$ cat config.mk
export PLATFORM = sky130hd
export DESIGN_NAME = bool_lut_engine
export DESIGN_NICKNAME = d
export VERILOG_FILES = /design/src/rtl/bool_lut_pkg.sv /design/src/rtl/bool_lut_cell.sv /design/src/rtl/bool_lut_engine.sv
export SDC_FILE = /design/constraint.sdc
export NUM_CORES = 1
export LEC_CHECK = 0
export CORE_MARGIN = 2
export CORE_UTILIZATION = 45
export CTS_BUF_LIST = sky130_fd_sc_hd__clkbuf_4 sky130_fd_sc_hd__clkbuf_8
export CTS_CLUSTER_SIZE = 30
export DETAILED_ROUTE_END_ITERATION = 16
export PLACE_DENSITY = 0.74
export SLEW_MARGIN = 20
export SYNTH_ARGS = -nofsm -noshare
export SYNTH_HDL_FRONTEND = slang
export SYNTH_SLANG_ARGS = --single-unit
$ cat constraint.sdc
create_clock -name clk -period 1.6 [get_ports clk]
set_input_delay 0.32 -clock clk [delete_from_list [all_inputs] [get_ports clk]]
set_output_delay 0.32 -clock clk [all_outputs]
set_load 0.03 [all_outputs]
$ cat src/rtl/bool_lut_pkg.sv
// Shared constants for the Boolean look-up-table engine.
//   DEF_N_IN  : default number of Boolean input variables
//   DEF_N_OUT : default number of output functions
//   DEF_CNT_W : default width of the completed-transfer counter
//   TBL_W     : truth-table width for the default input count
//   sel_width : width of a function-select field (never below 1)
package bool_lut_pkg;

  localparam int unsigned DEF_N_IN  = 3;
  localparam int unsigned DEF_N_OUT = 3;
  localparam int unsigned DEF_CNT_W = 16;
  localparam int unsigned TBL_W     = 2 ** DEF_N_IN;

  function automatic int unsigned sel_width(input int unsigned n);
    return (n > 1) ? $clog2(n) : 1;
  endfunction

endpackage

$ cat src/rtl/bool_lut_cell.sv
// One truth-table register plus its read mux.
//   clk, rst_n : clock, asynchronous active-low reset (table clears to 0)
//   we_i       : load wdata_i into the table at the next rising edge
//   wdata_i    : new truth table, bit k is the result for input vector k
//   idx_i      : input vector used to index the table
//   bit_o      : table bit selected by idx_i (combinational read of the
//                registered table, so a same-edge write is not visible)
module bool_lut_cell
  import bool_lut_pkg::*;
#(
  parameter int unsigned N_IN = DEF_N_IN
) (
  input  logic                 clk,
  input  logic                 rst_n,
  input  logic                 we_i,
  input  logic [2**N_IN-1:0]   wdata_i,
  input  logic [N_IN-1:0]      idx_i,
  output logic                 bit_o
);

  logic [2**N_IN-1:0] tbl_q;

  always_ff @(posedge clk or negedge rst_n) begin
    if (!rst_n) begin
      tbl_q <= '0;
    end else if (we_i) begin
      tbl_q <= wdata_i;
    end
  end

  assign bit_o = tbl_q[idx_i];

endmodule

$ cat src/rtl/bool_lut_engine.sv
// Evaluates N_OUT programmable Boolean functions of an N_IN-bit input
// vector with one cycle of latency behind a valid/ready handshake.
//   clk, rst_n          : clock, asynchronous active-low reset
//   cfg_we/sel/data     : truth-table write port (out-of-range sel ignored)
//   in_valid/ready/data : input vector stream
//   out_valid/ready/data: evaluated result stream, bit j is function j
//   eval_cnt            : saturating count of completed output transfers
module bool_lut_engine
  import bool_lut_pkg::*;
#(
  parameter int unsigned N_IN  = DEF_N_IN,
  parameter int unsigned N_OUT = DEF_N_OUT,
  parameter int unsigned CNT_W = DEF_CNT_W,
  localparam int unsigned SEL_W = sel_width(N_OUT),
  localparam int unsigned TW    = 2 ** N_IN
) (
  input  logic              clk,
  input  logic              rst_n,
  input  logic              cfg_we,
  input  logic [SEL_W-1:0]  cfg_sel,
  input  logic [TW-1:0]     cfg_data,
  input  logic              in_valid,
  input  logic [N_IN-1:0]   in_data,
  output logic              in_ready,
  output logic              out_valid,
  output logic [N_OUT-1:0]  out_data,
  input  logic              out_ready,
  output logic [CNT_W-1:0]  eval_cnt
);

  logic [N_OUT-1:0] eval_bits;
  logic [N_OUT-1:0] cell_we;
  logic             in_fire;
  logic             out_fire;
  logic             out_valid_q;
  logic [N_OUT-1:0] out_data_q;
  logic [CNT_W-1:0] cnt_q;

  // A select beyond N_OUT-1 matches no cell, so such writes vanish.
  for (genvar j = 0; j < N_OUT; j++) begin : g_cell
    assign cell_we[j] = cfg_we && (cfg_sel == SEL_W'(j));

    bool_lut_cell #(
      .N_IN (N_IN)
    ) u_cell (
      .clk     (clk),
      .rst_n   (rst_n),
      .we_i    (cell_we[j]),
      .wdata_i (cfg_data),
      .idx_i   (in_data),
      .bit_o   (eval_bits[j])
    );
  end

  // The output slot is free when empty or being drained this cycle.
  assign in_ready = ~out_valid_q | out_ready;
  assign in_fire  = in_valid & in_ready;
  assign out_fire = out_valid_q & out_ready;

  always_ff @(posedge clk or negedge rst_n) begin
    if (!rst_n) begin
      out_valid_q <= 1'b0;
      out_data_q  <= '0;
    end else if (in_fire) begin
      out_valid_q <= 1'b1;
      out_data_q  <= eval_bits;
    end else if (out_fire) begin
      out_valid_q <= 1'b0;
    end
  end

  always_ff @(posedge clk or negedge rst_n) begin
    if (!rst_n) begin
      cnt_q <= '0;
    end else if (out_fire && (cnt_q != '1)) begin
      cnt_q <= cnt_q + CNT_W'(1);
    end
  end

  assign out_valid = out_valid_q;
  assign out_data  = out_data_q;
  assign eval_cnt  = cnt_q;

endmodule

==> results of run 1 <==
==> sequential cells by signal, summed over array words and instances, names as in the netlist <==
name / flops
g_cell.u_cell.tbl_q: 24
out_data: 3
out_valid: 1
eval_cnt: 16
==> final timing paths <==
path	end	slack, ns	depth (start not counted)
setup reg to reg	eval_cnt[1]$_DFFE_PN0P_	0.05	6
setup / recovery	eval_cnt[2]	0.05	1
hold reg to reg	out_data[2]$_DFFE_PN0P_	0.49	2
max in group asynchronous	eval_cnt[13]$_DFFE_PN0P_	1.11	2
min in group clk	out_data[2]$_DFFE_PN0P_	0.49	2
hold / removal	out_valid$_DFFE_PN0P_	0.08	2
==> final cells by class <==
type,instances,area (um^2)
Fill cell,339,1590
Sequential cell,44,1120
Multi-Input combinational cell,102,956
Timing Repair Buffer,59,502
Clock buffer,6,82.6
Tap cell,52,65.1
Clock inverter,2,10.0
==> through the flow <==
stage                     hold slack (ns)  instances  TNS [ns]  instance area, um^2
after floorplan                    0.0244        147   -0.0249                 2060
after CTS                           0.101        265         0                 2720
after detailed placement            0.426        257     -2.82                 2660
after global routing                0.129        265         0                 2730
after global placement              0.410        257     -1.53                 2660
final                              0.0789        265         0                 2730
==> kinds of logic after synthesis <==
kind of cell,after synthesis
xor+xnor,9
flops,44
mux,34
simple gates,44
fa+ha+maj,1
buf+inv,1
compound gates,14
==> power by group through the flow <==
stage	clock, W	sequential, W	combinational, W
3_5_place_dp	0	0.00156	0.000944
2_1_floorplan	0	0.00169	0.000371
3_3_place_gp	0	0.00155	0.000909
4_1_cts	0.000746	0.00154	0.000882
5_1_grt	0.000787	0.00157	0.000928
6_report	0.000722	0.00154	0.000870
==> cells in the mapped netlist (all sizes together) <==
library cell,count,area share
nand4,4,0.019
xor2,8,0.035
and4,4,0.017
clkbuf,1,0.0019
a21oi,6,0.015
nand2,10,0.019
a31oi,3,0.0093
mux2i,3,0.015
o211ai,1,0.0037
and3,2,0.0062
nor2,3,0.0068
nor4,5,0.026
o21ai,3,0.0075
nor3b,2,0.010
dfrtp,44,0.55
ha,1,0.0062
mux2,25,0.14
nand3,5,0.012
nand3b,2,0.0075
o21a,1,0.0037
nor3,5,0.012
mux4,6,0.067
xnor2,1,0.0044
nand2b,2,0.0062
==> routing by layer <==
metal,GRT usage,wire length (um),vias up
met5,0,0,-
met4,0.0629,61,0
met3,0.0413,203,5
met2,0.336,2320,46
met1,0.218,1740,759
li1,-,-,691
==> results.sh, run 1 <==
export IMPL_run_status="complete, no violations"
export IMPL_netlist_instances=147
export IMPL_final_cell_mix="31 x dfrtp_1, 24 x mux2_2, 22 x buf_4, 19 x dlygate4sd2_1, 16 x clkdlybuf4s50_1"
export IMPL_drive_above_1_share=0.404
export IMPL_antenna_left=0
export IMPL_core_area_um2=4320
export IMPL_dieArea_um2=5020
export IMPL_synth_xor_area_share=0.0392
export IMPL_gp_congestion=0.842
export IMPL_hold_path_class="input pin to asynchronous set/reset pin"
export IMPL_finalPower_w=0.00313
export IMPL_fin_skew_ns=0.00759
export IMPL_syn_area_um2=2010
export IMPL_rsz0062_at_grt="no"
export IMPL_yosys_register_bits=44
export IMPL_die_h_um=70.9
export IMPL_via_per_inst=5.66
export IMPL_grt_pass1_vias=1561
export IMPL_powerDensity_nw_per_um2=1150
export IMPL_synth_warnings=0
export IMPL_crit_required_ns=1.28
export IMPL_routed_wl_um=4330
export IMPL_crit_slowest_cell="dfrtp_1"
export IMPL_synth_distinct_cells=30
export IMPL_setup_viol=0
export IMPL_clock_power_share=0.231
export IMPL_clkSinkCount=44
export IMPL_dp_hpwl_um=3300
export IMPL_timing_fmax_ghz=0.645
export IMPL_cts_buffers=5
export IMPL_finalMaxSlewViolations=0
export IMPL_critical_path_top_delay_family="flip-flops"
export IMPL_grtUsageTotal=0.186
export IMPL_post_cts_resized=20
export IMPL_io_buffers=38
export IMPL_yosysSeqAreaShare=0.547
export IMPL_swShare=0.329
export IMPL_initial_utilization=0.465
export IMPL_post_route_util=0.632
export IMPL_cell_internal_pwr_w=0.00210
export IMPL_cap_violations=0
export IMPL_critPathKind="flip-flop to primary output"
export IMPL_setup_slack_ns=0.0500
export IMPL_startpoint="eval_cnt[2]$_DFFE_PN0P_"
export IMPL_r2r_start="eval_cnt[1]$_DFFE_PN0P_"
export IMPL_grt_max_degree=45
export IMPL_power_frac_seq=0.491
export IMPL_postCtsSetupBuffers=0
export IMPL_place_ws_ns=-0.228
export IMPL_clockRootBuffer="clkbuf_8"
export IMPL_relSlewSlack=0.636
export IMPL_io_pins=39
export IMPL_crit_path_end_kind="primary output"
export IMPL_crit_fanout=6
export IMPL_grt_pass1_wl_um=7240
export IMPL_synthMuxAreaShare=0.224
export IMPL_tightest_slew_ns=0.546
export IMPL_htree_levels=2
export IMPL_power_switching_w=0.00103
export IMPL_cp_num_buf_inv=1
export IMPL_timing_hold_violations_final=0
export IMPL_synth_avg_cell_area_um2=13.7
export IMPL_wl_per_cell_um=16.3
export IMPL_row_count=24
export IMPL_synth_nets=166
export IMPL_cp_arrival_ns=1.23
export IMPL_area_delta_synth_final_pct=35.8
export IMPL_drt_iter0_markers=86
export IMPL_fin_crit_sh=0.969
export IMPL_synth_simple_area_share=0.142
export IMPL_ctsHoldBuffers=0
export IMPL_n_antenna_cell=0
export IMPL_synth_top_family_by_area="multiplexers"
export IMPL_nets=231
export IMPL_grt_overflow=0
export IMPL_cts_tree="done"
export IMPL_cp_cell_sequence="dlygate4sd2_1"
export IMPL_ir_drop_v=0.000725
export IMPL_die_width_um=70.9
export IMPL_synth_compound_area_frac=0.0392
export IMPL_clk_pin_slew_ns=0.08
export IMPL_min_period_ns=1.55
export IMPL_final_common_cell="dfrtp_1"
export IMPL_max_stage_delay_ns=0.49
export IMPL_synthAdderAreaFrac=0.00622
export IMPL_drc=0
export IMPL_clockBufferDepth=2
export IMPL_power_frac_comb=0.278
export IMPL_clock_latency_ns=0.30
export IMPL_p_leak_nw=1.24
export IMPL_vias=1501
export IMPL_start_kind="flip-flop"
export IMPL_antenna_found_initial=0
export IMPL_detail_route_first_pass_iterations=4
(Power assumes the default switching activity.)
==> inputs of run 2 (changes only) <==
--- a/config.mk
+++ b/config.mk
@@ -5,13 +5,13 @@
 export SDC_FILE = /design/constraint.sdc
 export NUM_CORES = 1
 export LEC_CHECK = 0
-export CORE_MARGIN = 2
 export CORE_UTILIZATION = 45
 export CTS_BUF_LIST = sky130_fd_sc_hd__clkbuf_4 sky130_fd_sc_hd__clkbuf_8
 export CTS_CLUSTER_SIZE = 30
 export DETAILED_ROUTE_END_ITERATION = 16
+export GPL_ROUTABILITY_DRIVEN = 0
 export PLACE_DENSITY = 0.74
-export SLEW_MARGIN = 20
+export SLEW_MARGIN = 10
 export SYNTH_ARGS = -nofsm -noshare
 export SYNTH_HDL_FRONTEND = slang
 export SYNTH_SLANG_ARGS = --single-unit
==> run 2 against run 1 <==
- die area down 5.6%
- via count fell by 0.53%
- first-iteration DRC count shrank 8.1%
- register-to-register slack is essentially flat
- worst setup slack worse by 0.0056 ns
- critical path type is now flip-flop to flip-flop
- flip-flop and latch count did not move
- final cell count stayed put
- sequential share of layout area decreased by 0.81 points
- clock skew grew 0.0015 ns
==> results.sh, run 2 (synthesis gave the netlist of run 1 again) <==
export IMPL_clockBufferDepth=2
export IMPL_wl_per_cell_um=17.2
export IMPL_largest_register="g_cell.u_cell.tbl_q"
export IMPL_top_usage_layer="met2"
export IMPL_r2r_cells=6
export IMPL_row_count=23
export IMPL_grtUsageMet3=0.0395
export IMPL_tightest_slew_ns=0.490
export IMPL_htree_levels=2
export IMPL_r2r_start="eval_cnt[1]$_DFFE_PN0P_"
export IMPL_timing_fmax_ghz=0.643
export IMPL_die_h_um=68.9
export IMPL_routed_wl_um=4560
export IMPL_clk_pin_slew_ns=0.09
export IMPL_start_kind="flip-flop"
export IMPL_antenna_left=0
export IMPL_clock_latency_ns=0.30
export IMPL_clockRootBuffer="clkbuf_8"
export IMPL_crit_fanout=8
export IMPL_dieArea_um2=4740
export IMPL_grt_pass1_wl_um=7310
export IMPL_p_leak_nw=1.27
export IMPL_final_cell_mix="31 x dfrtp_1, 24 x mux2_2, 22 x buf_4, 20 x dlygate4sd2_1, 16 x clkdlybuf4s50_1"
export IMPL_nets=233
export IMPL_final_common_cell="dfrtp_1"
export IMPL_io_pins=39
export IMPL_cp_arrival_ns=1.74
export IMPL_fin_crit_sh=0.972
export IMPL_vias=1493
export IMPL_ir_drop_v=0.000810
export IMPL_grt_pass1_vias=1497
export IMPL_critPathKind="flip-flop to flip-flop"
export IMPL_grt_max_degree=23
export IMPL_drt_iter0_markers=79
export IMPL_cts_buffers=5
export IMPL_timing_hold_violations_final=0
export IMPL_drc=0
export IMPL_grtUsageTotal=0.219
export IMPL_finalMaxSlewViolations=0
export IMPL_largest_reg_flops=24
export IMPL_use_met2=0.374
export IMPL_final_cells=265
export IMPL_hold_path_class="input pin to asynchronous set/reset pin"
export IMPL_drive_above_1_share=0.400
export IMPL_antenna_found_initial=0
export IMPL_min_period_ns=1.56
export IMPL_grt_overflow=0
export IMPL_numPlacedInstances=253
export IMPL_setup_viol=0
export IMPL_run_status="complete, no violations"
export IMPL_powerDensity_nw_per_um2=1180
export IMPL_io_buffers=38
export IMPL_core_area_um2=4140
export IMPL_detail_route_first_pass_iterations=4
export IMPL_r2r_slack_ns=0.04
export IMPL_area_delta_synth_final_pct=38.6
export IMPL_crit_path_end_kind="flip-flop"
export IMPL_grt_use_met1=0.274
export IMPL_cts_tree="done"
export IMPL_timing_rr_end="eval_cnt[1]$_DFFE_PN0P_"
export IMPL_rsz0062_at_grt="yes"
export IMPL_fin_skew_ns=0.00911
export IMPL_clkSinkCount=44
export IMPL_relSlewSlack=0.673
export IMPL_dp_hpwl_um=3480
export IMPL_initial_utilization=0.486
export IMPL_die_width_um=68.9
export IMPL_placed_cell_area_um2=2640
export IMPL_via_per_inst=5.63
export IMPL_n_antenna_cell=0
export IMPL_crit_required_ns=1.79
export IMPL_cap_violations=0
export IMPL_postLayoutCellArea_um2=2790
-- run 2: report_power, final --
part | internal [W] | switching, W
Clock | 0.000462 | 0.000381
Combinational | 0.000461 | 0.000452
Sequential | 0.00132 | 0.000220
Total | 0.00225 | 0.00105
-- run 2: final cells by class --
class	instances	area, um^2
clock inverter	3	42.5
clock buffer	5	68.8
sequential	44	1120
timing repair buffer	61	527
fill	327	1360
tap	50	62.6
multi-input combinational	102	970
-- run 2: metal layers --
layer,vias up,share of wire
li1,687,-
met1,752,0.43
met2,46,0.51
met3,8,0.042
met4,0,0.019
met5,-,0
-- run 2: critical path: stages, from the launching register on --
cell and delay (ns):
dfrtp_2 0.42, ha_4 0.17, nand4_4 0.16, nor4_4 0.18, buf_6 0.18, nor2_4 0.05, mux2_4 0.28
-- run 2: metrics by stage --
| stage | worst slack [ns] | setup TNS [ns] | util | hold WS [ns] | total power [W] |
|---|---|---|---|---|---|
| global placement | -0.167 | -1.16 | 0.637 | 0.303 | 0.00244 |
| CTS | -0.00553 | -0.00842 | 0.660 | 0.510 | 0.00327 |
| detailed placement | -0.243 | -2.27 | 0.637 | 0.313 | 0.00250 |
| finish | 0.0444 | 0 | 0.673 | 0.509 | 0.00330 |
| floorplan | -0.0249 | -0.0249 | - | 0.0244 | 0.00206 |
| global route | -0.0294 | -0.0443 | 0.673 | 0.531 | 0.00345 |
-- run 2: what timing repair did --
action,CTS,global route
hold buffers,1,0
endpoints found under the setup margin,22,5
resized for setup,20,5
pin swaps,0,1
setup buffers,0,3
endpoints found under the hold margin,20,0
-- run 2: worst max path at each step --
stage                       startpoint                       to  cells after the start
3_5_place_dp                in_data[0]  out_data[0]$_DFFE_PN0P_                      5
5_1_grt        eval_cnt[1]$_DFFE_PN0P_  eval_cnt[1]$_DFFE_PN0P_                      6
3_3_place_gp                in_data[0]  out_data[0]$_DFFE_PN0P_                      5
2_1_floorplan  eval_cnt[0]$_DFFE_PN0P_  eval_cnt[1]$_DFFE_PN0P_                      5
6_report       eval_cnt[1]$_DFFE_PN0P_  eval_cnt[1]$_DFFE_PN0P_                      6
4_1_cts        eval_cnt[1]$_DFFE_PN0P_  eval_cnt[9]$_DFFE_PN0P_                      6
